[config.mk]
export PLATFORM = sky130hd
export DESIGN_NAME = player_input_conditioner
export DESIGN_NICKNAME = d
export VERILOG_FILES = /design/src/rtl/player_input_conditioner.sv
export SDC_FILE = /design/constraint.sdc
export NUM_CORES = 1
export LEC_CHECK = 0
export CORE_MARGIN = 2
export CORE_UTILIZATION = 25
export CTS_BUF_LIST = sky130_fd_sc_hd__clkbuf_8
export DETAILED_ROUTE_END_ITERATION = 12
export PLACE_DENSITY = 0.38
export SKIP_LAST_GASP = 1
export SYNTH_ARGS = -nofsm -noshare
export SYNTH_HDL_FRONTEND = slang
export SYNTH_SLANG_ARGS = --single-unit
export TNS_END_PERCENT = 5
[constraint.sdc]
create_clock -name clk -period 2.7 [get_ports clk]
set_input_delay 0.405 -clock clk [delete_from_list [all_inputs] [get_ports clk]]
set_output_delay 0.405 -clock clk [all_outputs]
set_load 0.01 [all_outputs]
[src/rtl/player_input_conditioner.sv]
// player_input_conditioner: synchronises raw per-player pins, debounces
// strobe+data, and latches one choice per player per round with a
// one-cycle capture pulse.
module player_input_conditioner #(
    parameter int unsigned NUM_PLAYERS     = 6,
    parameter int unsigned DATA_W          = 3,
    parameter int unsigned DEBOUNCE_CYCLES = 100000
) (
    input  logic                          clk,
    input  logic                          reset,
    input  logic [NUM_PLAYERS*DATA_W-1:0] raw_data,
    input  logic [NUM_PLAYERS-1:0]        raw_strobe,
    input  logic                          clear,
    output logic [NUM_PLAYERS*DATA_W-1:0] choice,
    output logic [NUM_PLAYERS-1:0]        player_clk,
    output logic [NUM_PLAYERS-1:0]        locked
);

    localparam int unsigned BUS_W = NUM_PLAYERS * DATA_W;
    localparam int unsigned CNT_W = $clog2(DEBOUNCE_CYCLES + 1);
    localparam logic [CNT_W-1:0] CNT_MAX = CNT_W'(DEBOUNCE_CYCLES);

    typedef enum logic [1:0] {
        ST_IDLE = 2'd0,
        ST_RISE = 2'd1,
        ST_HIGH = 2'd2,
        ST_FALL = 2'd3
    } state_t;

    logic [BUS_W-1:0]       r_sync1_data;
    logic [BUS_W-1:0]       r_sync2_data;
    logic [NUM_PLAYERS-1:0] r_sync1_strb;
    logic [NUM_PLAYERS-1:0] r_sync2_strb;

    logic [NUM_PLAYERS-1:0] w_capture;
    logic [BUS_W-1:0]       w_cap_data;
    logic [NUM_PLAYERS-1:0] w_fire;

    logic [BUS_W-1:0]       r_choice;
    logic [NUM_PLAYERS-1:0] r_player_clk;
    logic [NUM_PLAYERS-1:0] r_locked;

    // Two-flop synchroniser on every raw pin
    always_ff @(posedge clk) begin
        if (reset) begin
            r_sync1_data <= '0;
            r_sync2_data <= '0;
            r_sync1_strb <= '0;
            r_sync2_strb <= '0;
        end else begin
            r_sync1_data <= raw_data;
            r_sync2_data <= r_sync1_data;
            r_sync1_strb <= raw_strobe;
            r_sync2_strb <= r_sync1_strb;
        end
    end

    for (genvar p = 0; p < NUM_PLAYERS; p++) begin : g_player
        state_t             r_state;
        state_t             w_state_nxt;
        logic [CNT_W-1:0]   r_cnt;
        logic [CNT_W-1:0]   w_cnt_nxt;
        logic [DATA_W-1:0]  r_snap;
        logic [DATA_W-1:0]  w_snap_nxt;
        logic               w_strb;
        logic [DATA_W-1:0]  w_data;
        logic               w_cap;

        assign w_strb = r_sync2_strb[p];
        assign w_data = r_sync2_data[p*DATA_W +: DATA_W];

        // Debounce state, counter and data snapshot registers
        always_ff @(posedge clk) begin
            if (reset) begin
                r_state <= ST_IDLE;
                r_cnt   <= '0;
                r_snap  <= '0;
            end else begin
                r_state <= w_state_nxt;
                r_cnt   <= w_cnt_nxt;
                r_snap  <= w_snap_nxt;
            end
        end

        // Next-state: strobe and data must hold for DEBOUNCE_CYCLES in RISE,
        // strobe must stay low for DEBOUNCE_CYCLES in FALL before re-arming
        always_comb begin
            w_state_nxt = r_state;
            w_cnt_nxt   = r_cnt;
            w_snap_nxt  = r_snap;
            case (r_state)
                ST_IDLE: begin
                    if (w_strb) begin
                        w_state_nxt = ST_RISE;
                        w_cnt_nxt   = CNT_W'(1);
                        w_snap_nxt  = w_data;
                    end
                end
                ST_RISE: begin
                    if (!w_strb) begin
                        w_state_nxt = ST_IDLE;
                        w_cnt_nxt   = '0;
                    end else if (w_data != r_snap) begin
                        w_cnt_nxt  = CNT_W'(1);
                        w_snap_nxt = w_data;
                    end else if (r_cnt == CNT_MAX) begin
                        w_state_nxt = ST_HIGH;
                        w_cnt_nxt   = '0;
                    end else begin
                        w_cnt_nxt = r_cnt + CNT_W'(1);
                    end
                end
                ST_HIGH: begin
                    if (!w_strb) begin
                        w_state_nxt = ST_FALL;
                        w_cnt_nxt   = CNT_W'(1);
                    end
                end
                ST_FALL: begin
                    if (w_strb) begin
                        w_state_nxt = ST_HIGH;
                        w_cnt_nxt   = '0;
                    end else if (r_cnt == CNT_MAX) begin
                        w_state_nxt = ST_IDLE;
                        w_cnt_nxt   = '0;
                    end else begin
                        w_cnt_nxt = r_cnt + CNT_W'(1);
                    end
                end
                default: begin
                    w_state_nxt = ST_IDLE;
                    w_cnt_nxt   = '0;
                end
            endcase
        end

        // Capture event: the RISE -> HIGH transition
        always_comb begin
            w_cap = 1'b0;
            if (r_state == ST_RISE && w_strb && w_data == r_snap && r_cnt == CNT_MAX) begin
                w_cap = 1'b1;
            end
        end

        assign w_capture[p]                    = w_cap;
        assign w_cap_data[p*DATA_W +: DATA_W]  = r_snap;
    end

    // A capture only counts for a player still unlocked this round
    assign w_fire = w_capture & ~r_locked;

    // Round latch: clear beats any same-cycle capture
    always_ff @(posedge clk) begin
        if (reset) begin
            r_choice     <= '0;
            r_player_clk <= '0;
            r_locked     <= '0;
        end else if (clear) begin
            r_choice     <= '0;
            r_player_clk <= '0;
            r_locked     <= '0;
        end else begin
            r_player_clk <= w_fire;
            for (int p = 0; p < NUM_PLAYERS; p++) begin
                if (w_fire[p]) begin
                    r_choice[p*DATA_W +: DATA_W] <= w_cap_data[p*DATA_W +: DATA_W];
                    r_locked[p]                  <= 1'b1;
                end
            end
        end
    end

    assign choice     = r_choice;
    assign player_clk = r_player_clk;
    assign locked     = r_locked;

endmodule
After elaboration in Yosys (flattened, before gate mapping)
Index checks and enable logic that the tools add are counted.

Add/subtract/negate cells: 6. Eq/ne operators: 78. Mux-type cells: 120. Bitwise gates (word level): 2. Reductions and logical operators: 49.

Operator list (number): 17-bit 2-to-1 mux (36); 17-bit case mux with 4 select lines (6); 17-bit by 1-bit adder with 17-bit output, second input constant (6); 17-bit == test, second input constant (6); 2-bit 2-to-1 mux (42); 3-bit 2-to-1 mux (18); 3-bit != test, second input constant (18); 2-bit != test, second input constant (24); 2-bit case mux with 4 select lines (6); 3-bit case mux with 2 select lines (6); 5-bit AND reduction (6); 2-bit == test, second input constant (12); 4-bit AND reduction (6); 3-bit == test (6); 1-bit logical AND (18); 3-bit != test (6); 2-bit by 1-bit == test with 1-bit output, second input constant (6); 2-bit logical NOT (6); 2-bit AND reduction (6); 2-bit nonzero test (6); 6-bit AND (1); 1-bit 2-to-1 mux (6); 6-bit NOT (1); 2-bit OR reduction (1).

Register bits after elaboration: 210. Bits of input ports: 27. Output and inout port bits: 30. Logic and storage cells: 290.

Longest topological paths before layout
Gate-level depths: netlist of the first run.

Depth after elaboration: 6. Depth in mapped cells: 9. Mapped depth without buffers: 7.

Least setup slack after synthesis of the first run
OpenSTA, ideal clock, no wires.

Path type: register -> register. Start point: register g_player[0].r_cnt[2]. End point: register r_choice[0] (netlist: choice[0]). Library setup time: 128 ps. Data arrival time: 2377 ps. Data required time: 2572 ps. Path slack: 195 ps. Stages on the path, launching flop included: 9. Path buffers: 3. Period minus slack after synthesis: 2505 ps. Path through: dfxtp_1 > buf_6 > or4_4 > or4_4 > buf_6 > or4b_4 > buf_6 > mux2i_1 > nor2_1.

Cells in the longest elaborated chain, start to end: 4.

Ends and longest elaborated chain: from (decl) (RTL line 61) `logic [CNT_W-1:0] r_cnt;`; from (signal assigned) (RTL line 80) `r_cnt <= w_cnt_nxt;`; 17-bit == test (RTL line 140) `if (r_state == ST_RISE && w_strb && w_data == r_snap && r_cnt == CNT_MAX) begin`; 1-bit logical AND (RTL line 140); 1-bit 2-to-1 mux (RTL line 140); 6-bit AND (RTL line 150) `assign w_fire = w_capture & ~r_locked;`; to (signal, indexed assignment) (RTL line 166) `r_choice[p*DATA_W +: DATA_W] <= w_cap_data[p*DATA_W +: DATA_W];`; to (decl) (RTL line 39) `logic [BUS_W-1:0] r_choice;`.

Every way passes these cells. A chain may end at the register's enable or synchronous reset.

Final worst setup path of the first run
Start point: register g_player[5].r_cnt[0]. End point: register g_player[5].r_cnt[12].

Cells in the longest elaborated chain, start to end: 5. Elaborated cells between the ends (all ways): 7. Those cells by class: add/sub (1); eq/ne (1); mux (5).

Ends and longest elaborated chain: from (decl) (RTL line 61); from (signal assigned) (RTL line 80); 17-bit by 1-bit adder with 17-bit output / 17-bit == test (equally long branches); 17-bit 2-to-1 mux (*) (RTL line 106, 123); 17-bit 2-to-1 mux (RTL line 103) `end else if (w_data != r_snap) begin`; 17-bit 2-to-1 mux (RTL line 100) `if (!w_strb) begin`; 17-bit case mux with 4 select lines (*) (RTL line 91) `case (r_state)`.

Every way passes the cells marked *; elsewhere a longest branch is shown, timed or not.

==> results of run 1 <==
## layer usage
metal | part of all wire | vias up | GRT usage
met5 | 0 | - | 0
met3 | 0.040 | 48 | 0.0346
li1 | - | 4153 | -
met1 | 0.50 | 3710 | 0.171
met2 | 0.44 | 96 | 0.201
met4 | 0.022 | 0 | 0.0443
## power by group through the flow
stage / Combinational (mW) / Sequential (mW) / Clock, mW
6_report: 0.292 / 3.19 / 3.46
5_1_grt: 0.332 / 3.20 / 3.75
4_1_cts: 0.301 / 3.19 / 3.63
3_5_place_dp: 0.300 / 3.26 / 0
3_3_place_gp: 0.302 / 3.26 / 0
2_1_floorplan: 0.183 / 3.24 / 0
## through the flow
stage	instances	power, mW	util	setup WS (ns)	area, sq um
after detailed placement	1650	3.56	0.284	0.314	10600
after CTS	1726	7.12	0.309	0.306	11500
after floorplan	1102	3.42	-	0.195	9420
after global routing	1726	7.28	0.309	0.141	11500
final	1726	6.94	0.309	0.324	11500
after global placement	1650	3.56	0.284	0.343	10600
## critical path, cell delays in order, from the launching register on
cell and delay, ns:
dfxtp_1 0.42, inv_1 0.07, ha_1 0.19, nor4bb_1 0.11
and4_1 0.24, or4b_2 0.82, or3_1 0.39, o21ai_0 0.07
## cells in the final DEF, fill, tap and decap left out, types with 4 or more instances in the layout
cell,Yosys,layout
a21o_1,12,12
a21oi_1,57,57
a22o_1,10,10
a22oi_1,7,7
a31oi_1,35,35
a41o_1,4,4
a41oi_1,10,10
and2_1,7,7
and3_1,14,14
and3b_1,4,4
and4_1,10,10
buf_4,0,27
clkbuf_8,0,61
clkdlybuf4s50_1,0,55
clkinv_2,0,4
dfxtp_1,210,210
ha_1,12,12
inv_1,33,42
mux2i_1,14,14
nand2_1,132,132
nand2b_1,12,12
nand3_1,65,65
nand3b_1,9,9
nand4_1,27,27
nor2_1,59,58
nor2b_1,63,63
nor3_1,38,37
nor4_1,14,14
nor4b_1,7,6
nor4bb_1,14,14
o21a_1,10,10
o21ai_0,60,60
o221a_2,5,5
o31ai_1,4,4
or2_2,6,6
or3_1,22,22
xnor2_1,26,26
xor2_1,12,12
## layout make-up
type | instances | area [sq um]
sequential | 210 | 4200
inverter | 34 | 128
timing repair buffer | 82 | 753
clock buffer | 61 | 840
tap | 511 | 639
fill | 3977 | 25900
multi-input combinational | 813 | 4910
clock inverter | 15 | 70.1
## how the worst min path moves through the flow
| stage | startpoint | endpoint | depth (start not counted) |
|---|---|---|---|
| after global routing | reset | r_sync2_data[1] | 2 |
| after global placement | r_sync1_data[2] | r_sync2_data[2] | 1 |
| after detailed placement | r_sync1_data[0] | r_sync2_data[0] | 1 |
| after CTS | reset | g_player[0].r_cnt[1] | 2 |
| after floorplan | r_sync1_data[0] | r_sync2_data[0] | 1 |
| final | reset | g_player[0].r_cnt[1] | 2 |
## registers in the layout, summed over array words and instances (netlist names), named ones only
signal / cells
r_sync2_data: 18
r_sync1_data: 18
g_player.r_cnt: 102
g_player.r_state: 6
g_player.r_snap: 18
locked: 6
player_clk: 6
r_sync2_strb: 6
r_sync1_strb: 6
choice: 18
## cell families after synthesis
kind of cell             count (synthesis)
buffers and inverters                   79
XOR/XNOR                                38
AO/OA/AOI/OAI                          234
flip-flops                             210
AND/OR/NAND/NOR                        515
adder cells (fa/ha/maj)                 12
multiplexers                            14
==> impl_metrics.csv, run 1 <==
group,metric,value,unit
outcome,status,"finished, final reports clean",
floorplan,ios,57,
yosys,yosys.area_share.simple,0.294,
place,port_buffers,56,
yosys,syn_area,9420,sq um
clock_network,htreeDepth,2,
yosys,synth-adder-area-share,0.0159,
yosys,synth_commonest_cells,"dfxtp_1 (210), nand2_1 (132), nand3_1 (65)",
sta,max_slew_margin,0.232,
critical_path,worstSetupStartpoint,"g_player[5].r_cnt[0]",
route,wl_per_cell,14.3,um
critical_path,endpoint,"g_player[5].r_cnt[12]",
clock_network,cts_tree,"built",
critical_path,cp-end-kind,"flop",
yosys,synthCells,1102,
grt,track_usage,0.129,
route,via_per_inst,4.64,
yosys,yosysMostFrequentCell,"dfxtp_1",
sta,skew,0.0127,ns
critical_path,r2r-start,"g_player[5].r_cnt[0]",
yosys,muxShareOfSynthArea,0.0149,
sta,whs,0.205,ns
sta,slew_viol_final,0,
power,share_comb_of_total_power,0.042,
critical_path,rrSetupSlack,0.32,ns
sta,fin_crit_sh,0.880,
yosys,synth-edff-count,0,
clock_network,cts_sinks,210,
cells_and_area,syn_to_final_growth,22.6,%
route,first_pass_iters,5,
critical_path,cp-start-kind,"flop",
yosys,netlist-cell-type-count,58,
floorplan,rows,71,
sta,setup-tns-final,0,ns
clock_network,post_cts_buffers,0,
grt,grt_pass1_vias,7731,
place,gp_congestion,0.745,
yosys,synth_area_leaders,"dfxtp_1 (45%), nand2_1 (5.3%), nor2b_1 (4.2%), nand3_1 (3.5%), o21ai_0 (3.2%)",
sta,layout_min_cycle_time,2.38,ns
route,vias,8007,
critical_path,crit_fanout,10,
clock_network,clk_pin_slew,0.06,ns
sta,timing.fmax,0.421,GHz
grt,antenna_found_initial,0,
grt,grt_pass1_wl,40800,um
job,maxCapViolations,0,
route,totalWireLength,24700,um
grt,grt_max_degree,31,
critical_path,criticalPathCategory,"reg -> reg",
power,sequentialPowerShare,0.460,
critical_path,r2r_end,"g_player[5].r_cnt[12]",
yosys,avgSynthCellArea,8.55,sq um
grt,grt_overflow_total,0,
cells_and_area,drive_gt1_frac,0.0930,
power,p_clk_frac,0.498,
place,hpwl,16900,um
yosys,synthArstFlopShare,0,
route,first_iter_violations,325,
critical_path,worst_r2r_path_depth,7,
clock_network,clock_latency,0.59,ns
floorplan,die_h,198,um
clock_network,cts_made_buffers,43,
sta,worst_pin_slew,1.14,ns
cells_and_area,diodes,0,
floorplan,start_util,0.252,
sta,finalHoldViolCount,0,
power,p_leak,3.97,nW
clock_network,root_buffer,"clkbuf_8",
yosys,synth_top_family_by_area,"simple AND/OR/NAND/NOR gates",
yosys,synth_seq_cells,210,
floorplan,dieArea,39300,sq um
yosys,yosysWarnings,0,
power,p_int,5.27,mW
yosys,synth_fp_nets,1141,
power,power_density,601,nW/um^2
yosys,synth_top_area_cell,"dfxtp_1",
floorplan,die_w,198,um
route,drcViolationCount,0,
yosys,ys_seq_area_frac,0.446,
critical_path,cp.arrival,2.89,ns
power,swShare,0.241,
sta,rsz0062_at_grt,"false",
yosys,synth_top_flop_cell,"dfxtp_1",
yosys,synth-compound-area-share,0.159,
floorplan,placeableCoreArea,37400,sq um
yosys,yosys.area_share.xor_xnor,0.0353,
hold_path,hp-class,"in -> reg",
yosys,synth_top_area_frac,0.446,
power,ir_drop,0.281,mV
clock_network,cts.repair.resized,0,
route,detail-route-antenna-nets,0,
sta,setup-violations-final,0,
clock_network,max-clock-path-buffers,3,
cells_and_area,nets,1223,
clock_network,hold_buffers,0,
critical_path,crit_required,3.22,ns
power,switching_power,1.67,mW
Power figures use the tool's default switching activity.
==> run 2: changes to the inputs <==
--- a/config.mk
+++ b/config.mk
@@ -5,7 +5,6 @@
 export SDC_FILE = /design/constraint.sdc
 export NUM_CORES = 1
 export LEC_CHECK = 0
-export CORE_MARGIN = 2
 export CORE_UTILIZATION = 25
 export CTS_BUF_LIST = sky130_fd_sc_hd__clkbuf_8
 export DETAILED_ROUTE_END_ITERATION = 12
==> run 2 against run 1 <==
Non-clock buffer count rose by 3. Sequential power barely moved. Global-route usage rose by 0.22 points. Flip-flop and latch count did not move. Combinational power barely moved. Total power fell by 5.2%. Register-to-register slack got worse by 0.03 ns. Maximum frequency fell by 1.3%. Clock skew rose by 0.0042 ns. Worst setup slack got worse by 0.032 ns. Routed wire length rose by 0.23%. Die area fell by 2.0%. Critical path type unchanged.
==> impl_metrics.csv, run 2 (synthesis gave the netlist of run 1 again) <==
group,metric,value,unit
critical_path,cp_top_family,"simple AND/OR/NAND/NOR gates",
route,vias,8102,
floorplan,die_w,196,um
clock_network,clk_pin_slew,0.06,ns
floorplan,ios,57,
floorplan,rows,70,
hold_path,hp-class,"in -> reg",
cells_and_area,n_fill_cell,3967,
cells_and_area,seq_area,4200,sq um
sta,max_slew_margin,0.253,
clock_network,hold_buffers,0,
clock_network,cts_sinks,210,
route,first_pass_iters,5,
floorplan,dieArea,38500,sq um
clock_network,cts_tree,"built",
power,p_leak,3.95,nW
clock_network,htreeDepth,2,
cells_and_area,nets,1225,
sta,fin_crit_sh,0.892,
clock_network,root_buffer,"clkbuf_8",
outcome,status,"finished, final reports clean",
critical_path,rrSetupSlack,0.29,ns
power,share_comb_of_total_power,0.045,
power,power_density,575,nW/um^2
critical_path,slowest_stage,"or4b_2",
route,first_iter_violations,344,
place,port_buffers,56,
power,swShare,0.245,
power,switching_power,1.61,mW
critical_path,cp-start-kind,"flop",
grt,grt_pass1_wl,40800,um
power,ir_drop,0.228,mV
clock_network,clock_latency,0.58,ns
grt,grt_max_degree,37,
place,gp_congestion,0.767,
clock_network,post_cts_buffers,0,
grt,grt_overflow_total,0,
route,wl_per_cell,14.4,um
sta,skew,0.0169,ns
hold_path,worstHoldPathCells,2,
sta,setup-violations-final,0,
cells_and_area,multi_input_area,4910,sq um
sta,layout_min_cycle_time,2.41,ns
critical_path,criticalPathCategory,"reg -> reg",
critical_path,crit_fanout,10,
sta,whs,0.234,ns
sta,rsz0062_at_grt,"false",
cells_and_area,syn_to_final_growth,21.4,%
route,via_per_inst,4.72,
hold_path,worstHoldStart,"reset",
route,totalWireLength,24700,um
power,sequentialPowerShare,0.485,
sta,worst_pin_slew,1.11,ns
critical_path,critPathBufInv,1,
power,p_int,4.97,mW
place,hpwl,16900,um
cells_and_area,largest_reg_flops,102,
critical_path,cp-end-kind,"flop",
sta,slew_viol_final,0,
clock_network,cts.repair.resized,0,
clock_network,max-clock-path-buffers,3,
critical_path,cp.arrival,2.91,ns
cells_and_area,final_cell_mix,"dfxtp_1 (210), nand2_1 (132), nand3_1 (65)",
hold_path,min_to,"g_player[0].r_cnt[1]",
critical_path,cp_cell_sequence,"inv_1, ha_1, nor4bb_1, and4_1, or4b_2, or3_1, o21ai_0",
cells_and_area,diodes,0,
clock_network,cts_made_buffers,42,
cells_and_area,drive_gt1_frac,0.0849,
critical_path,crit_required,3.20,ns
sta,finalHoldViolCount,0,
route,drcViolationCount,0,
grt,antenna_found_initial,0,
floorplan,die_h,196,um
sta,setup-tns-final,0,ns
critical_path,r2r-start,"g_player[5].r_cnt[0]",
power,p_clk_frac,0.470,
sta,timing.fmax,0.415,GHz
grt,grt_pass1_vias,7791,
grt,track_usage,0.131,
route,detail-route-antenna-nets,0,
cells_and_area,regMostFlops,"g_player.r_cnt",
critical_path,worst_r2r_path_depth,7,
cells_and_area,final_common_cell,"dfxtp_1",
floorplan,placeableCoreArea,36900,sq um
critical_path,cp_slowest_stage_delay,0.82,ns
job,maxCapViolations,0,
floorplan,start_util,0.256,
critical_path,r2r_end,"g_player[5].r_cnt[12]",
run 2: worst max-delay path by stage:
stage | from | end | slack (ns) | cells after the start
after floorplan | g_player[0].r_cnt[2] | choice[0] | 0.20 | 8
after global placement | g_player[0].r_cnt[8] | choice[1] | 0.35 | 5
after detailed placement | g_player[5].r_cnt[0] | g_player[5].r_cnt[12] | 0.30 | 7
after CTS | g_player[5].r_cnt[0] | g_player[5].r_cnt[12] | 0.29 | 7
after global routing | g_player[4].r_cnt[1] | g_player[4].r_cnt[2] | 0.15 | 7
final | g_player[5].r_cnt[0] | g_player[5].r_cnt[12] | 0.29 | 7
run 2: worst register-to-register path, cell delays in order, from the launching register on:
cell and delay, ns:
dfxtp_1 0.42, inv_1 0.07, ha_1 0.20, nor4bb_1 0.12, and4_1 0.25, or4b_2 0.82
or3_1 0.39, o21ai_0 0.07
run 2: final cells by class:
type,instances,share of cell area
Clock buffer,51,0.0614
Clock inverter,20,0.00711
Tap cell,504,0.0552
Inverter,34,0.0112
Sequential cell,210,0.368
Multi-Input combinational cell,813,0.430
Timing Repair Buffer,85,0.0678
run 2: metrics by stage:
step / power [mW] / cells / setup WS, ns / util / instance area, sq um
final: 6.58 / 1717 / 0.292 / 0.310 / 11400
after global routing: 6.93 / 1717 / 0.146 / 0.310 / 11400
after CTS: 6.77 / 1717 / 0.291 / 0.310 / 11400
after detailed placement: 3.56 / 1646 / 0.303 / 0.289 / 10700
after global placement: 3.56 / 1646 / 0.354 / 0.289 / 10700
after floorplan: 3.42 / 1102 / 0.195 / - / 9420
run 2: per-layer routing:
| metal | vias up | global-route usage | share of wire |
|---|---|---|---|
| met5 | - | 0 | 0 |
| met4 | 0 | 0.0556 | 0.027 |
| met3 | 44 | 0.0265 | 0.039 |
| met2 | 128 | 0.201 | 0.43 |
| met1 | 3762 | 0.178 | 0.50 |
| li1 | 4168 | - | - |
run 2: power by group through the flow:
| stage | clock, mW | sequential, mW | combinational (mW) |
|---|---|---|---|
| finish | 3.09 | 3.19 | 0.295 |
| global route | 3.40 | 3.19 | 0.331 |
| CTS | 3.27 | 3.19 | 0.303 |
| detailed placement | 0 | 3.26 | 0.302 |
| global placement | 0 | 3.26 | 0.303 |
| floorplan | 0 | 3.24 | 0.183 |
==> run 3: changes to the inputs <==
--- a/config.mk
+++ b/config.mk
@@ -10,6 +10,7 @@
 export DETAILED_ROUTE_END_ITERATION = 12
 export PLACE_DENSITY = 0.38
 export SKIP_LAST_GASP = 1
+export SLEW_MARGIN = 20
 export SYNTH_ARGS = -nofsm -noshare
 export SYNTH_HDL_FRONTEND = slang
 export SYNTH_SLANG_ARGS = --single-unit
==> run 3 against run 2 <==
Sequential share of layout area hardly changed. Clock power is essentially flat. Clock skew increased by 0.00053 ns. Sequential power about the same. Register-to-register slack about the same. Die area stayed put. Combinational power hardly changed. Worst setup slack did not move. Worst hold slack better by 0.0021 ns.
==> impl_metrics.csv, run 3 (synthesis gave the netlist of run 1 again) <==
group,metric,value,unit
outcome,status,"finished, final reports clean",
floorplan,start_util,0.256,
power,p_int,4.97,mW
route,drcViolationCount,0,
critical_path,cp_slowest_stage_delay,0.82,ns
critical_path,worst_r2r_path_depth,7,
critical_path,worstSetupStartpoint,"g_player[5].r_cnt[0]",
place,gp_congestion,0.767,
clock_network,clk_pin_slew,0.06,ns
critical_path,cp.depth,7,
sta,layout_min_cycle_time,2.41,ns
floorplan,die_w,196,um
power,share_comb_of_total_power,0.045,
sta,worst_pin_slew,0.681,ns
place,port_buffers,56,
sta,setup-violations-final,0,
sta,timing.fmax,0.415,GHz
floorplan,dieArea,38500,sq um
power,sequentialPowerShare,0.485,
critical_path,cp.arrival,2.91,ns
cells_and_area,seq_area,4200,sq um
power,ir_drop,0.228,mV
critical_path,criticalPathCategory,"reg -> reg",
cells_and_area,final_util,0.310,
critical_path,cp-end-kind,"flop",
cells_and_area,syn_to_final_growth,21.4,%
critical_path,crit_fanout,10,
power,p_clk_frac,0.470,
floorplan,ios,57,
sta,setup-tns-final,0,ns
route,detail-route-antenna-nets,0,
grt,grt_pass1_wl,40800,um
clock_network,hold_buffers,0,
clock_network,root_buffer,"clkbuf_8",
route,vias,8104,
clock_network,htreeDepth,2,
sta,slew_viol_final,0,
sta,fin_crit_sh,0.892,
clock_network,cts.repair.resized,0,
critical_path,slowest_stage,"or4b_2",
cells_and_area,nets,1225,
floorplan,placeableCoreArea,36900,sq um
grt,grt_overflow_total,0,
hold_path,hp-class,"in -> reg",
cells_and_area,regMostFlops,"g_player.r_cnt",
sta,finalHoldViolCount,0,
hold_path,worstHoldStart,"reset",
cells_and_area,largest_reg_flops,102,
power,power_density,575,nW/um^2
clock_network,clock_latency,0.58,ns
hold_path,worstHoldPathCells,2,
cells_and_area,diodes,0,
critical_path,cp_cell_sequence,"inv_1, ha_1, nor4bb_1, and4_1, or4b_2, or3_1, o21ai_0",
cells_and_area,drive_gt1_frac,0.0857,
clock_network,post_cts_buffers,0,
route,wl_per_cell,14.4,um
power,swShare,0.245,
cells_and_area,n_fill_cell,3966,
floorplan,die_h,196,um
power,p_leak,3.95,nW
critical_path,cp-start-kind,"flop",
cells_and_area,multi_input_area,4920,sq um
route,via_per_inst,4.72,
grt,grt_pass1_vias,7791,
clock_network,cts_tree,"built",
route,totalWireLength,24700,um
job,maxCapViolations,0,
sta,max_slew_margin,0.545,
critical_path,cp_top_family,"simple AND/OR/NAND/NOR gates",
clock_network,cts_sinks,210,
place,hpwl,16900,um
critical_path,critPathBufInv,1,
critical_path,rrSetupSlack,0.29,ns
grt,antenna_found_initial,0,
grt,grt_max_degree,37,
cells_and_area,final_common_cell,"dfxtp_1",
hold_path,min_to,"g_player[0].r_cnt[1]",
cells_and_area,final_cell_mix,"dfxtp_1 (210), nand2_1 (132), nand3_1 (65)",
sta,rsz0062_at_grt,"false",
critical_path,crit_required,3.20,ns
route,first_pass_iters,5,
floorplan,rows,70,
sta,skew,0.0175,ns
clock_network,max-clock-path-buffers,3,
route,first_iter_violations,346,
critical_path,r2r_end,"g_player[5].r_cnt[12]",
power,switching_power,1.61,mW
clock_network,cts_made_buffers,42,
critical_path,r2r-start,"g_player[5].r_cnt[0]",
grt,track_usage,0.131,
-- run 3: cell counts in the layout (fill, tap and decap cells not counted) --
No cell type changed its count.
-- run 3: worst max path at each step --
| stage | endpoint | slack (ns) |
|---|---|---|
| after floorplan | choice[0] | 0.20 |
| after global routing | g_player[5].r_cnt[12] | 0.21 |
| after detailed placement | g_player[5].r_cnt[12] | 0.30 |
| after global placement | choice[1] | 0.35 |
| after CTS | g_player[5].r_cnt[12] | 0.29 |
| final | g_player[5].r_cnt[12] | 0.29 |
-- run 3: stage by stage --
stage / setup slack, ns / hold slack, ns / total power, mW / std cells / area (sq um)
2_1_floorplan: 0.195 / 0.414 / 3.42 / 1102 / 9420
3_3_place_gp: 0.354 / 0.422 / 3.56 / 1646 / 10700
3_5_place_dp: 0.303 / 0.420 / 3.56 / 1646 / 10700
4_1_cts: 0.291 / 0.202 / 6.77 / 1717 / 11400
5_1_grt: 0.210 / 0.245 / 6.93 / 1717 / 11400
6_report: 0.292 / 0.236 / 6.58 / 1717 / 11400
-- run 3: power groups by stage --
stage,Clock (mW),Combinational (mW),Sequential (mW)
6_report,3.09,0.295,3.19
5_1_grt,3.40,0.331,3.19
4_1_cts,3.27,0.303,3.19
3_5_place_dp,0,0.302,3.26
3_3_place_gp,0,0.303,3.26
2_1_floorplan,0,0.183,3.24
-- run 3: final cells by class --
type	instances	share of cell area
timing repair buffer	85	0.0678
sequential	210	0.368
clock buffer	51	0.0614
tap	504	0.0551
multi-input combinational	813	0.430
inverter	34	0.0112
clock inverter	20	0.00711
-- run 3: layer usage --
metal | track usage | part of all wire | up-vias
li1 | - | - | 4167
met4 | 0.0556 | 0.027 | 0
met1 | 0.178 | 0.50 | 3766
met2 | 0.201 | 0.43 | 127
met3 | 0.0265 | 0.039 | 44
met5 | 0 | 0 | -
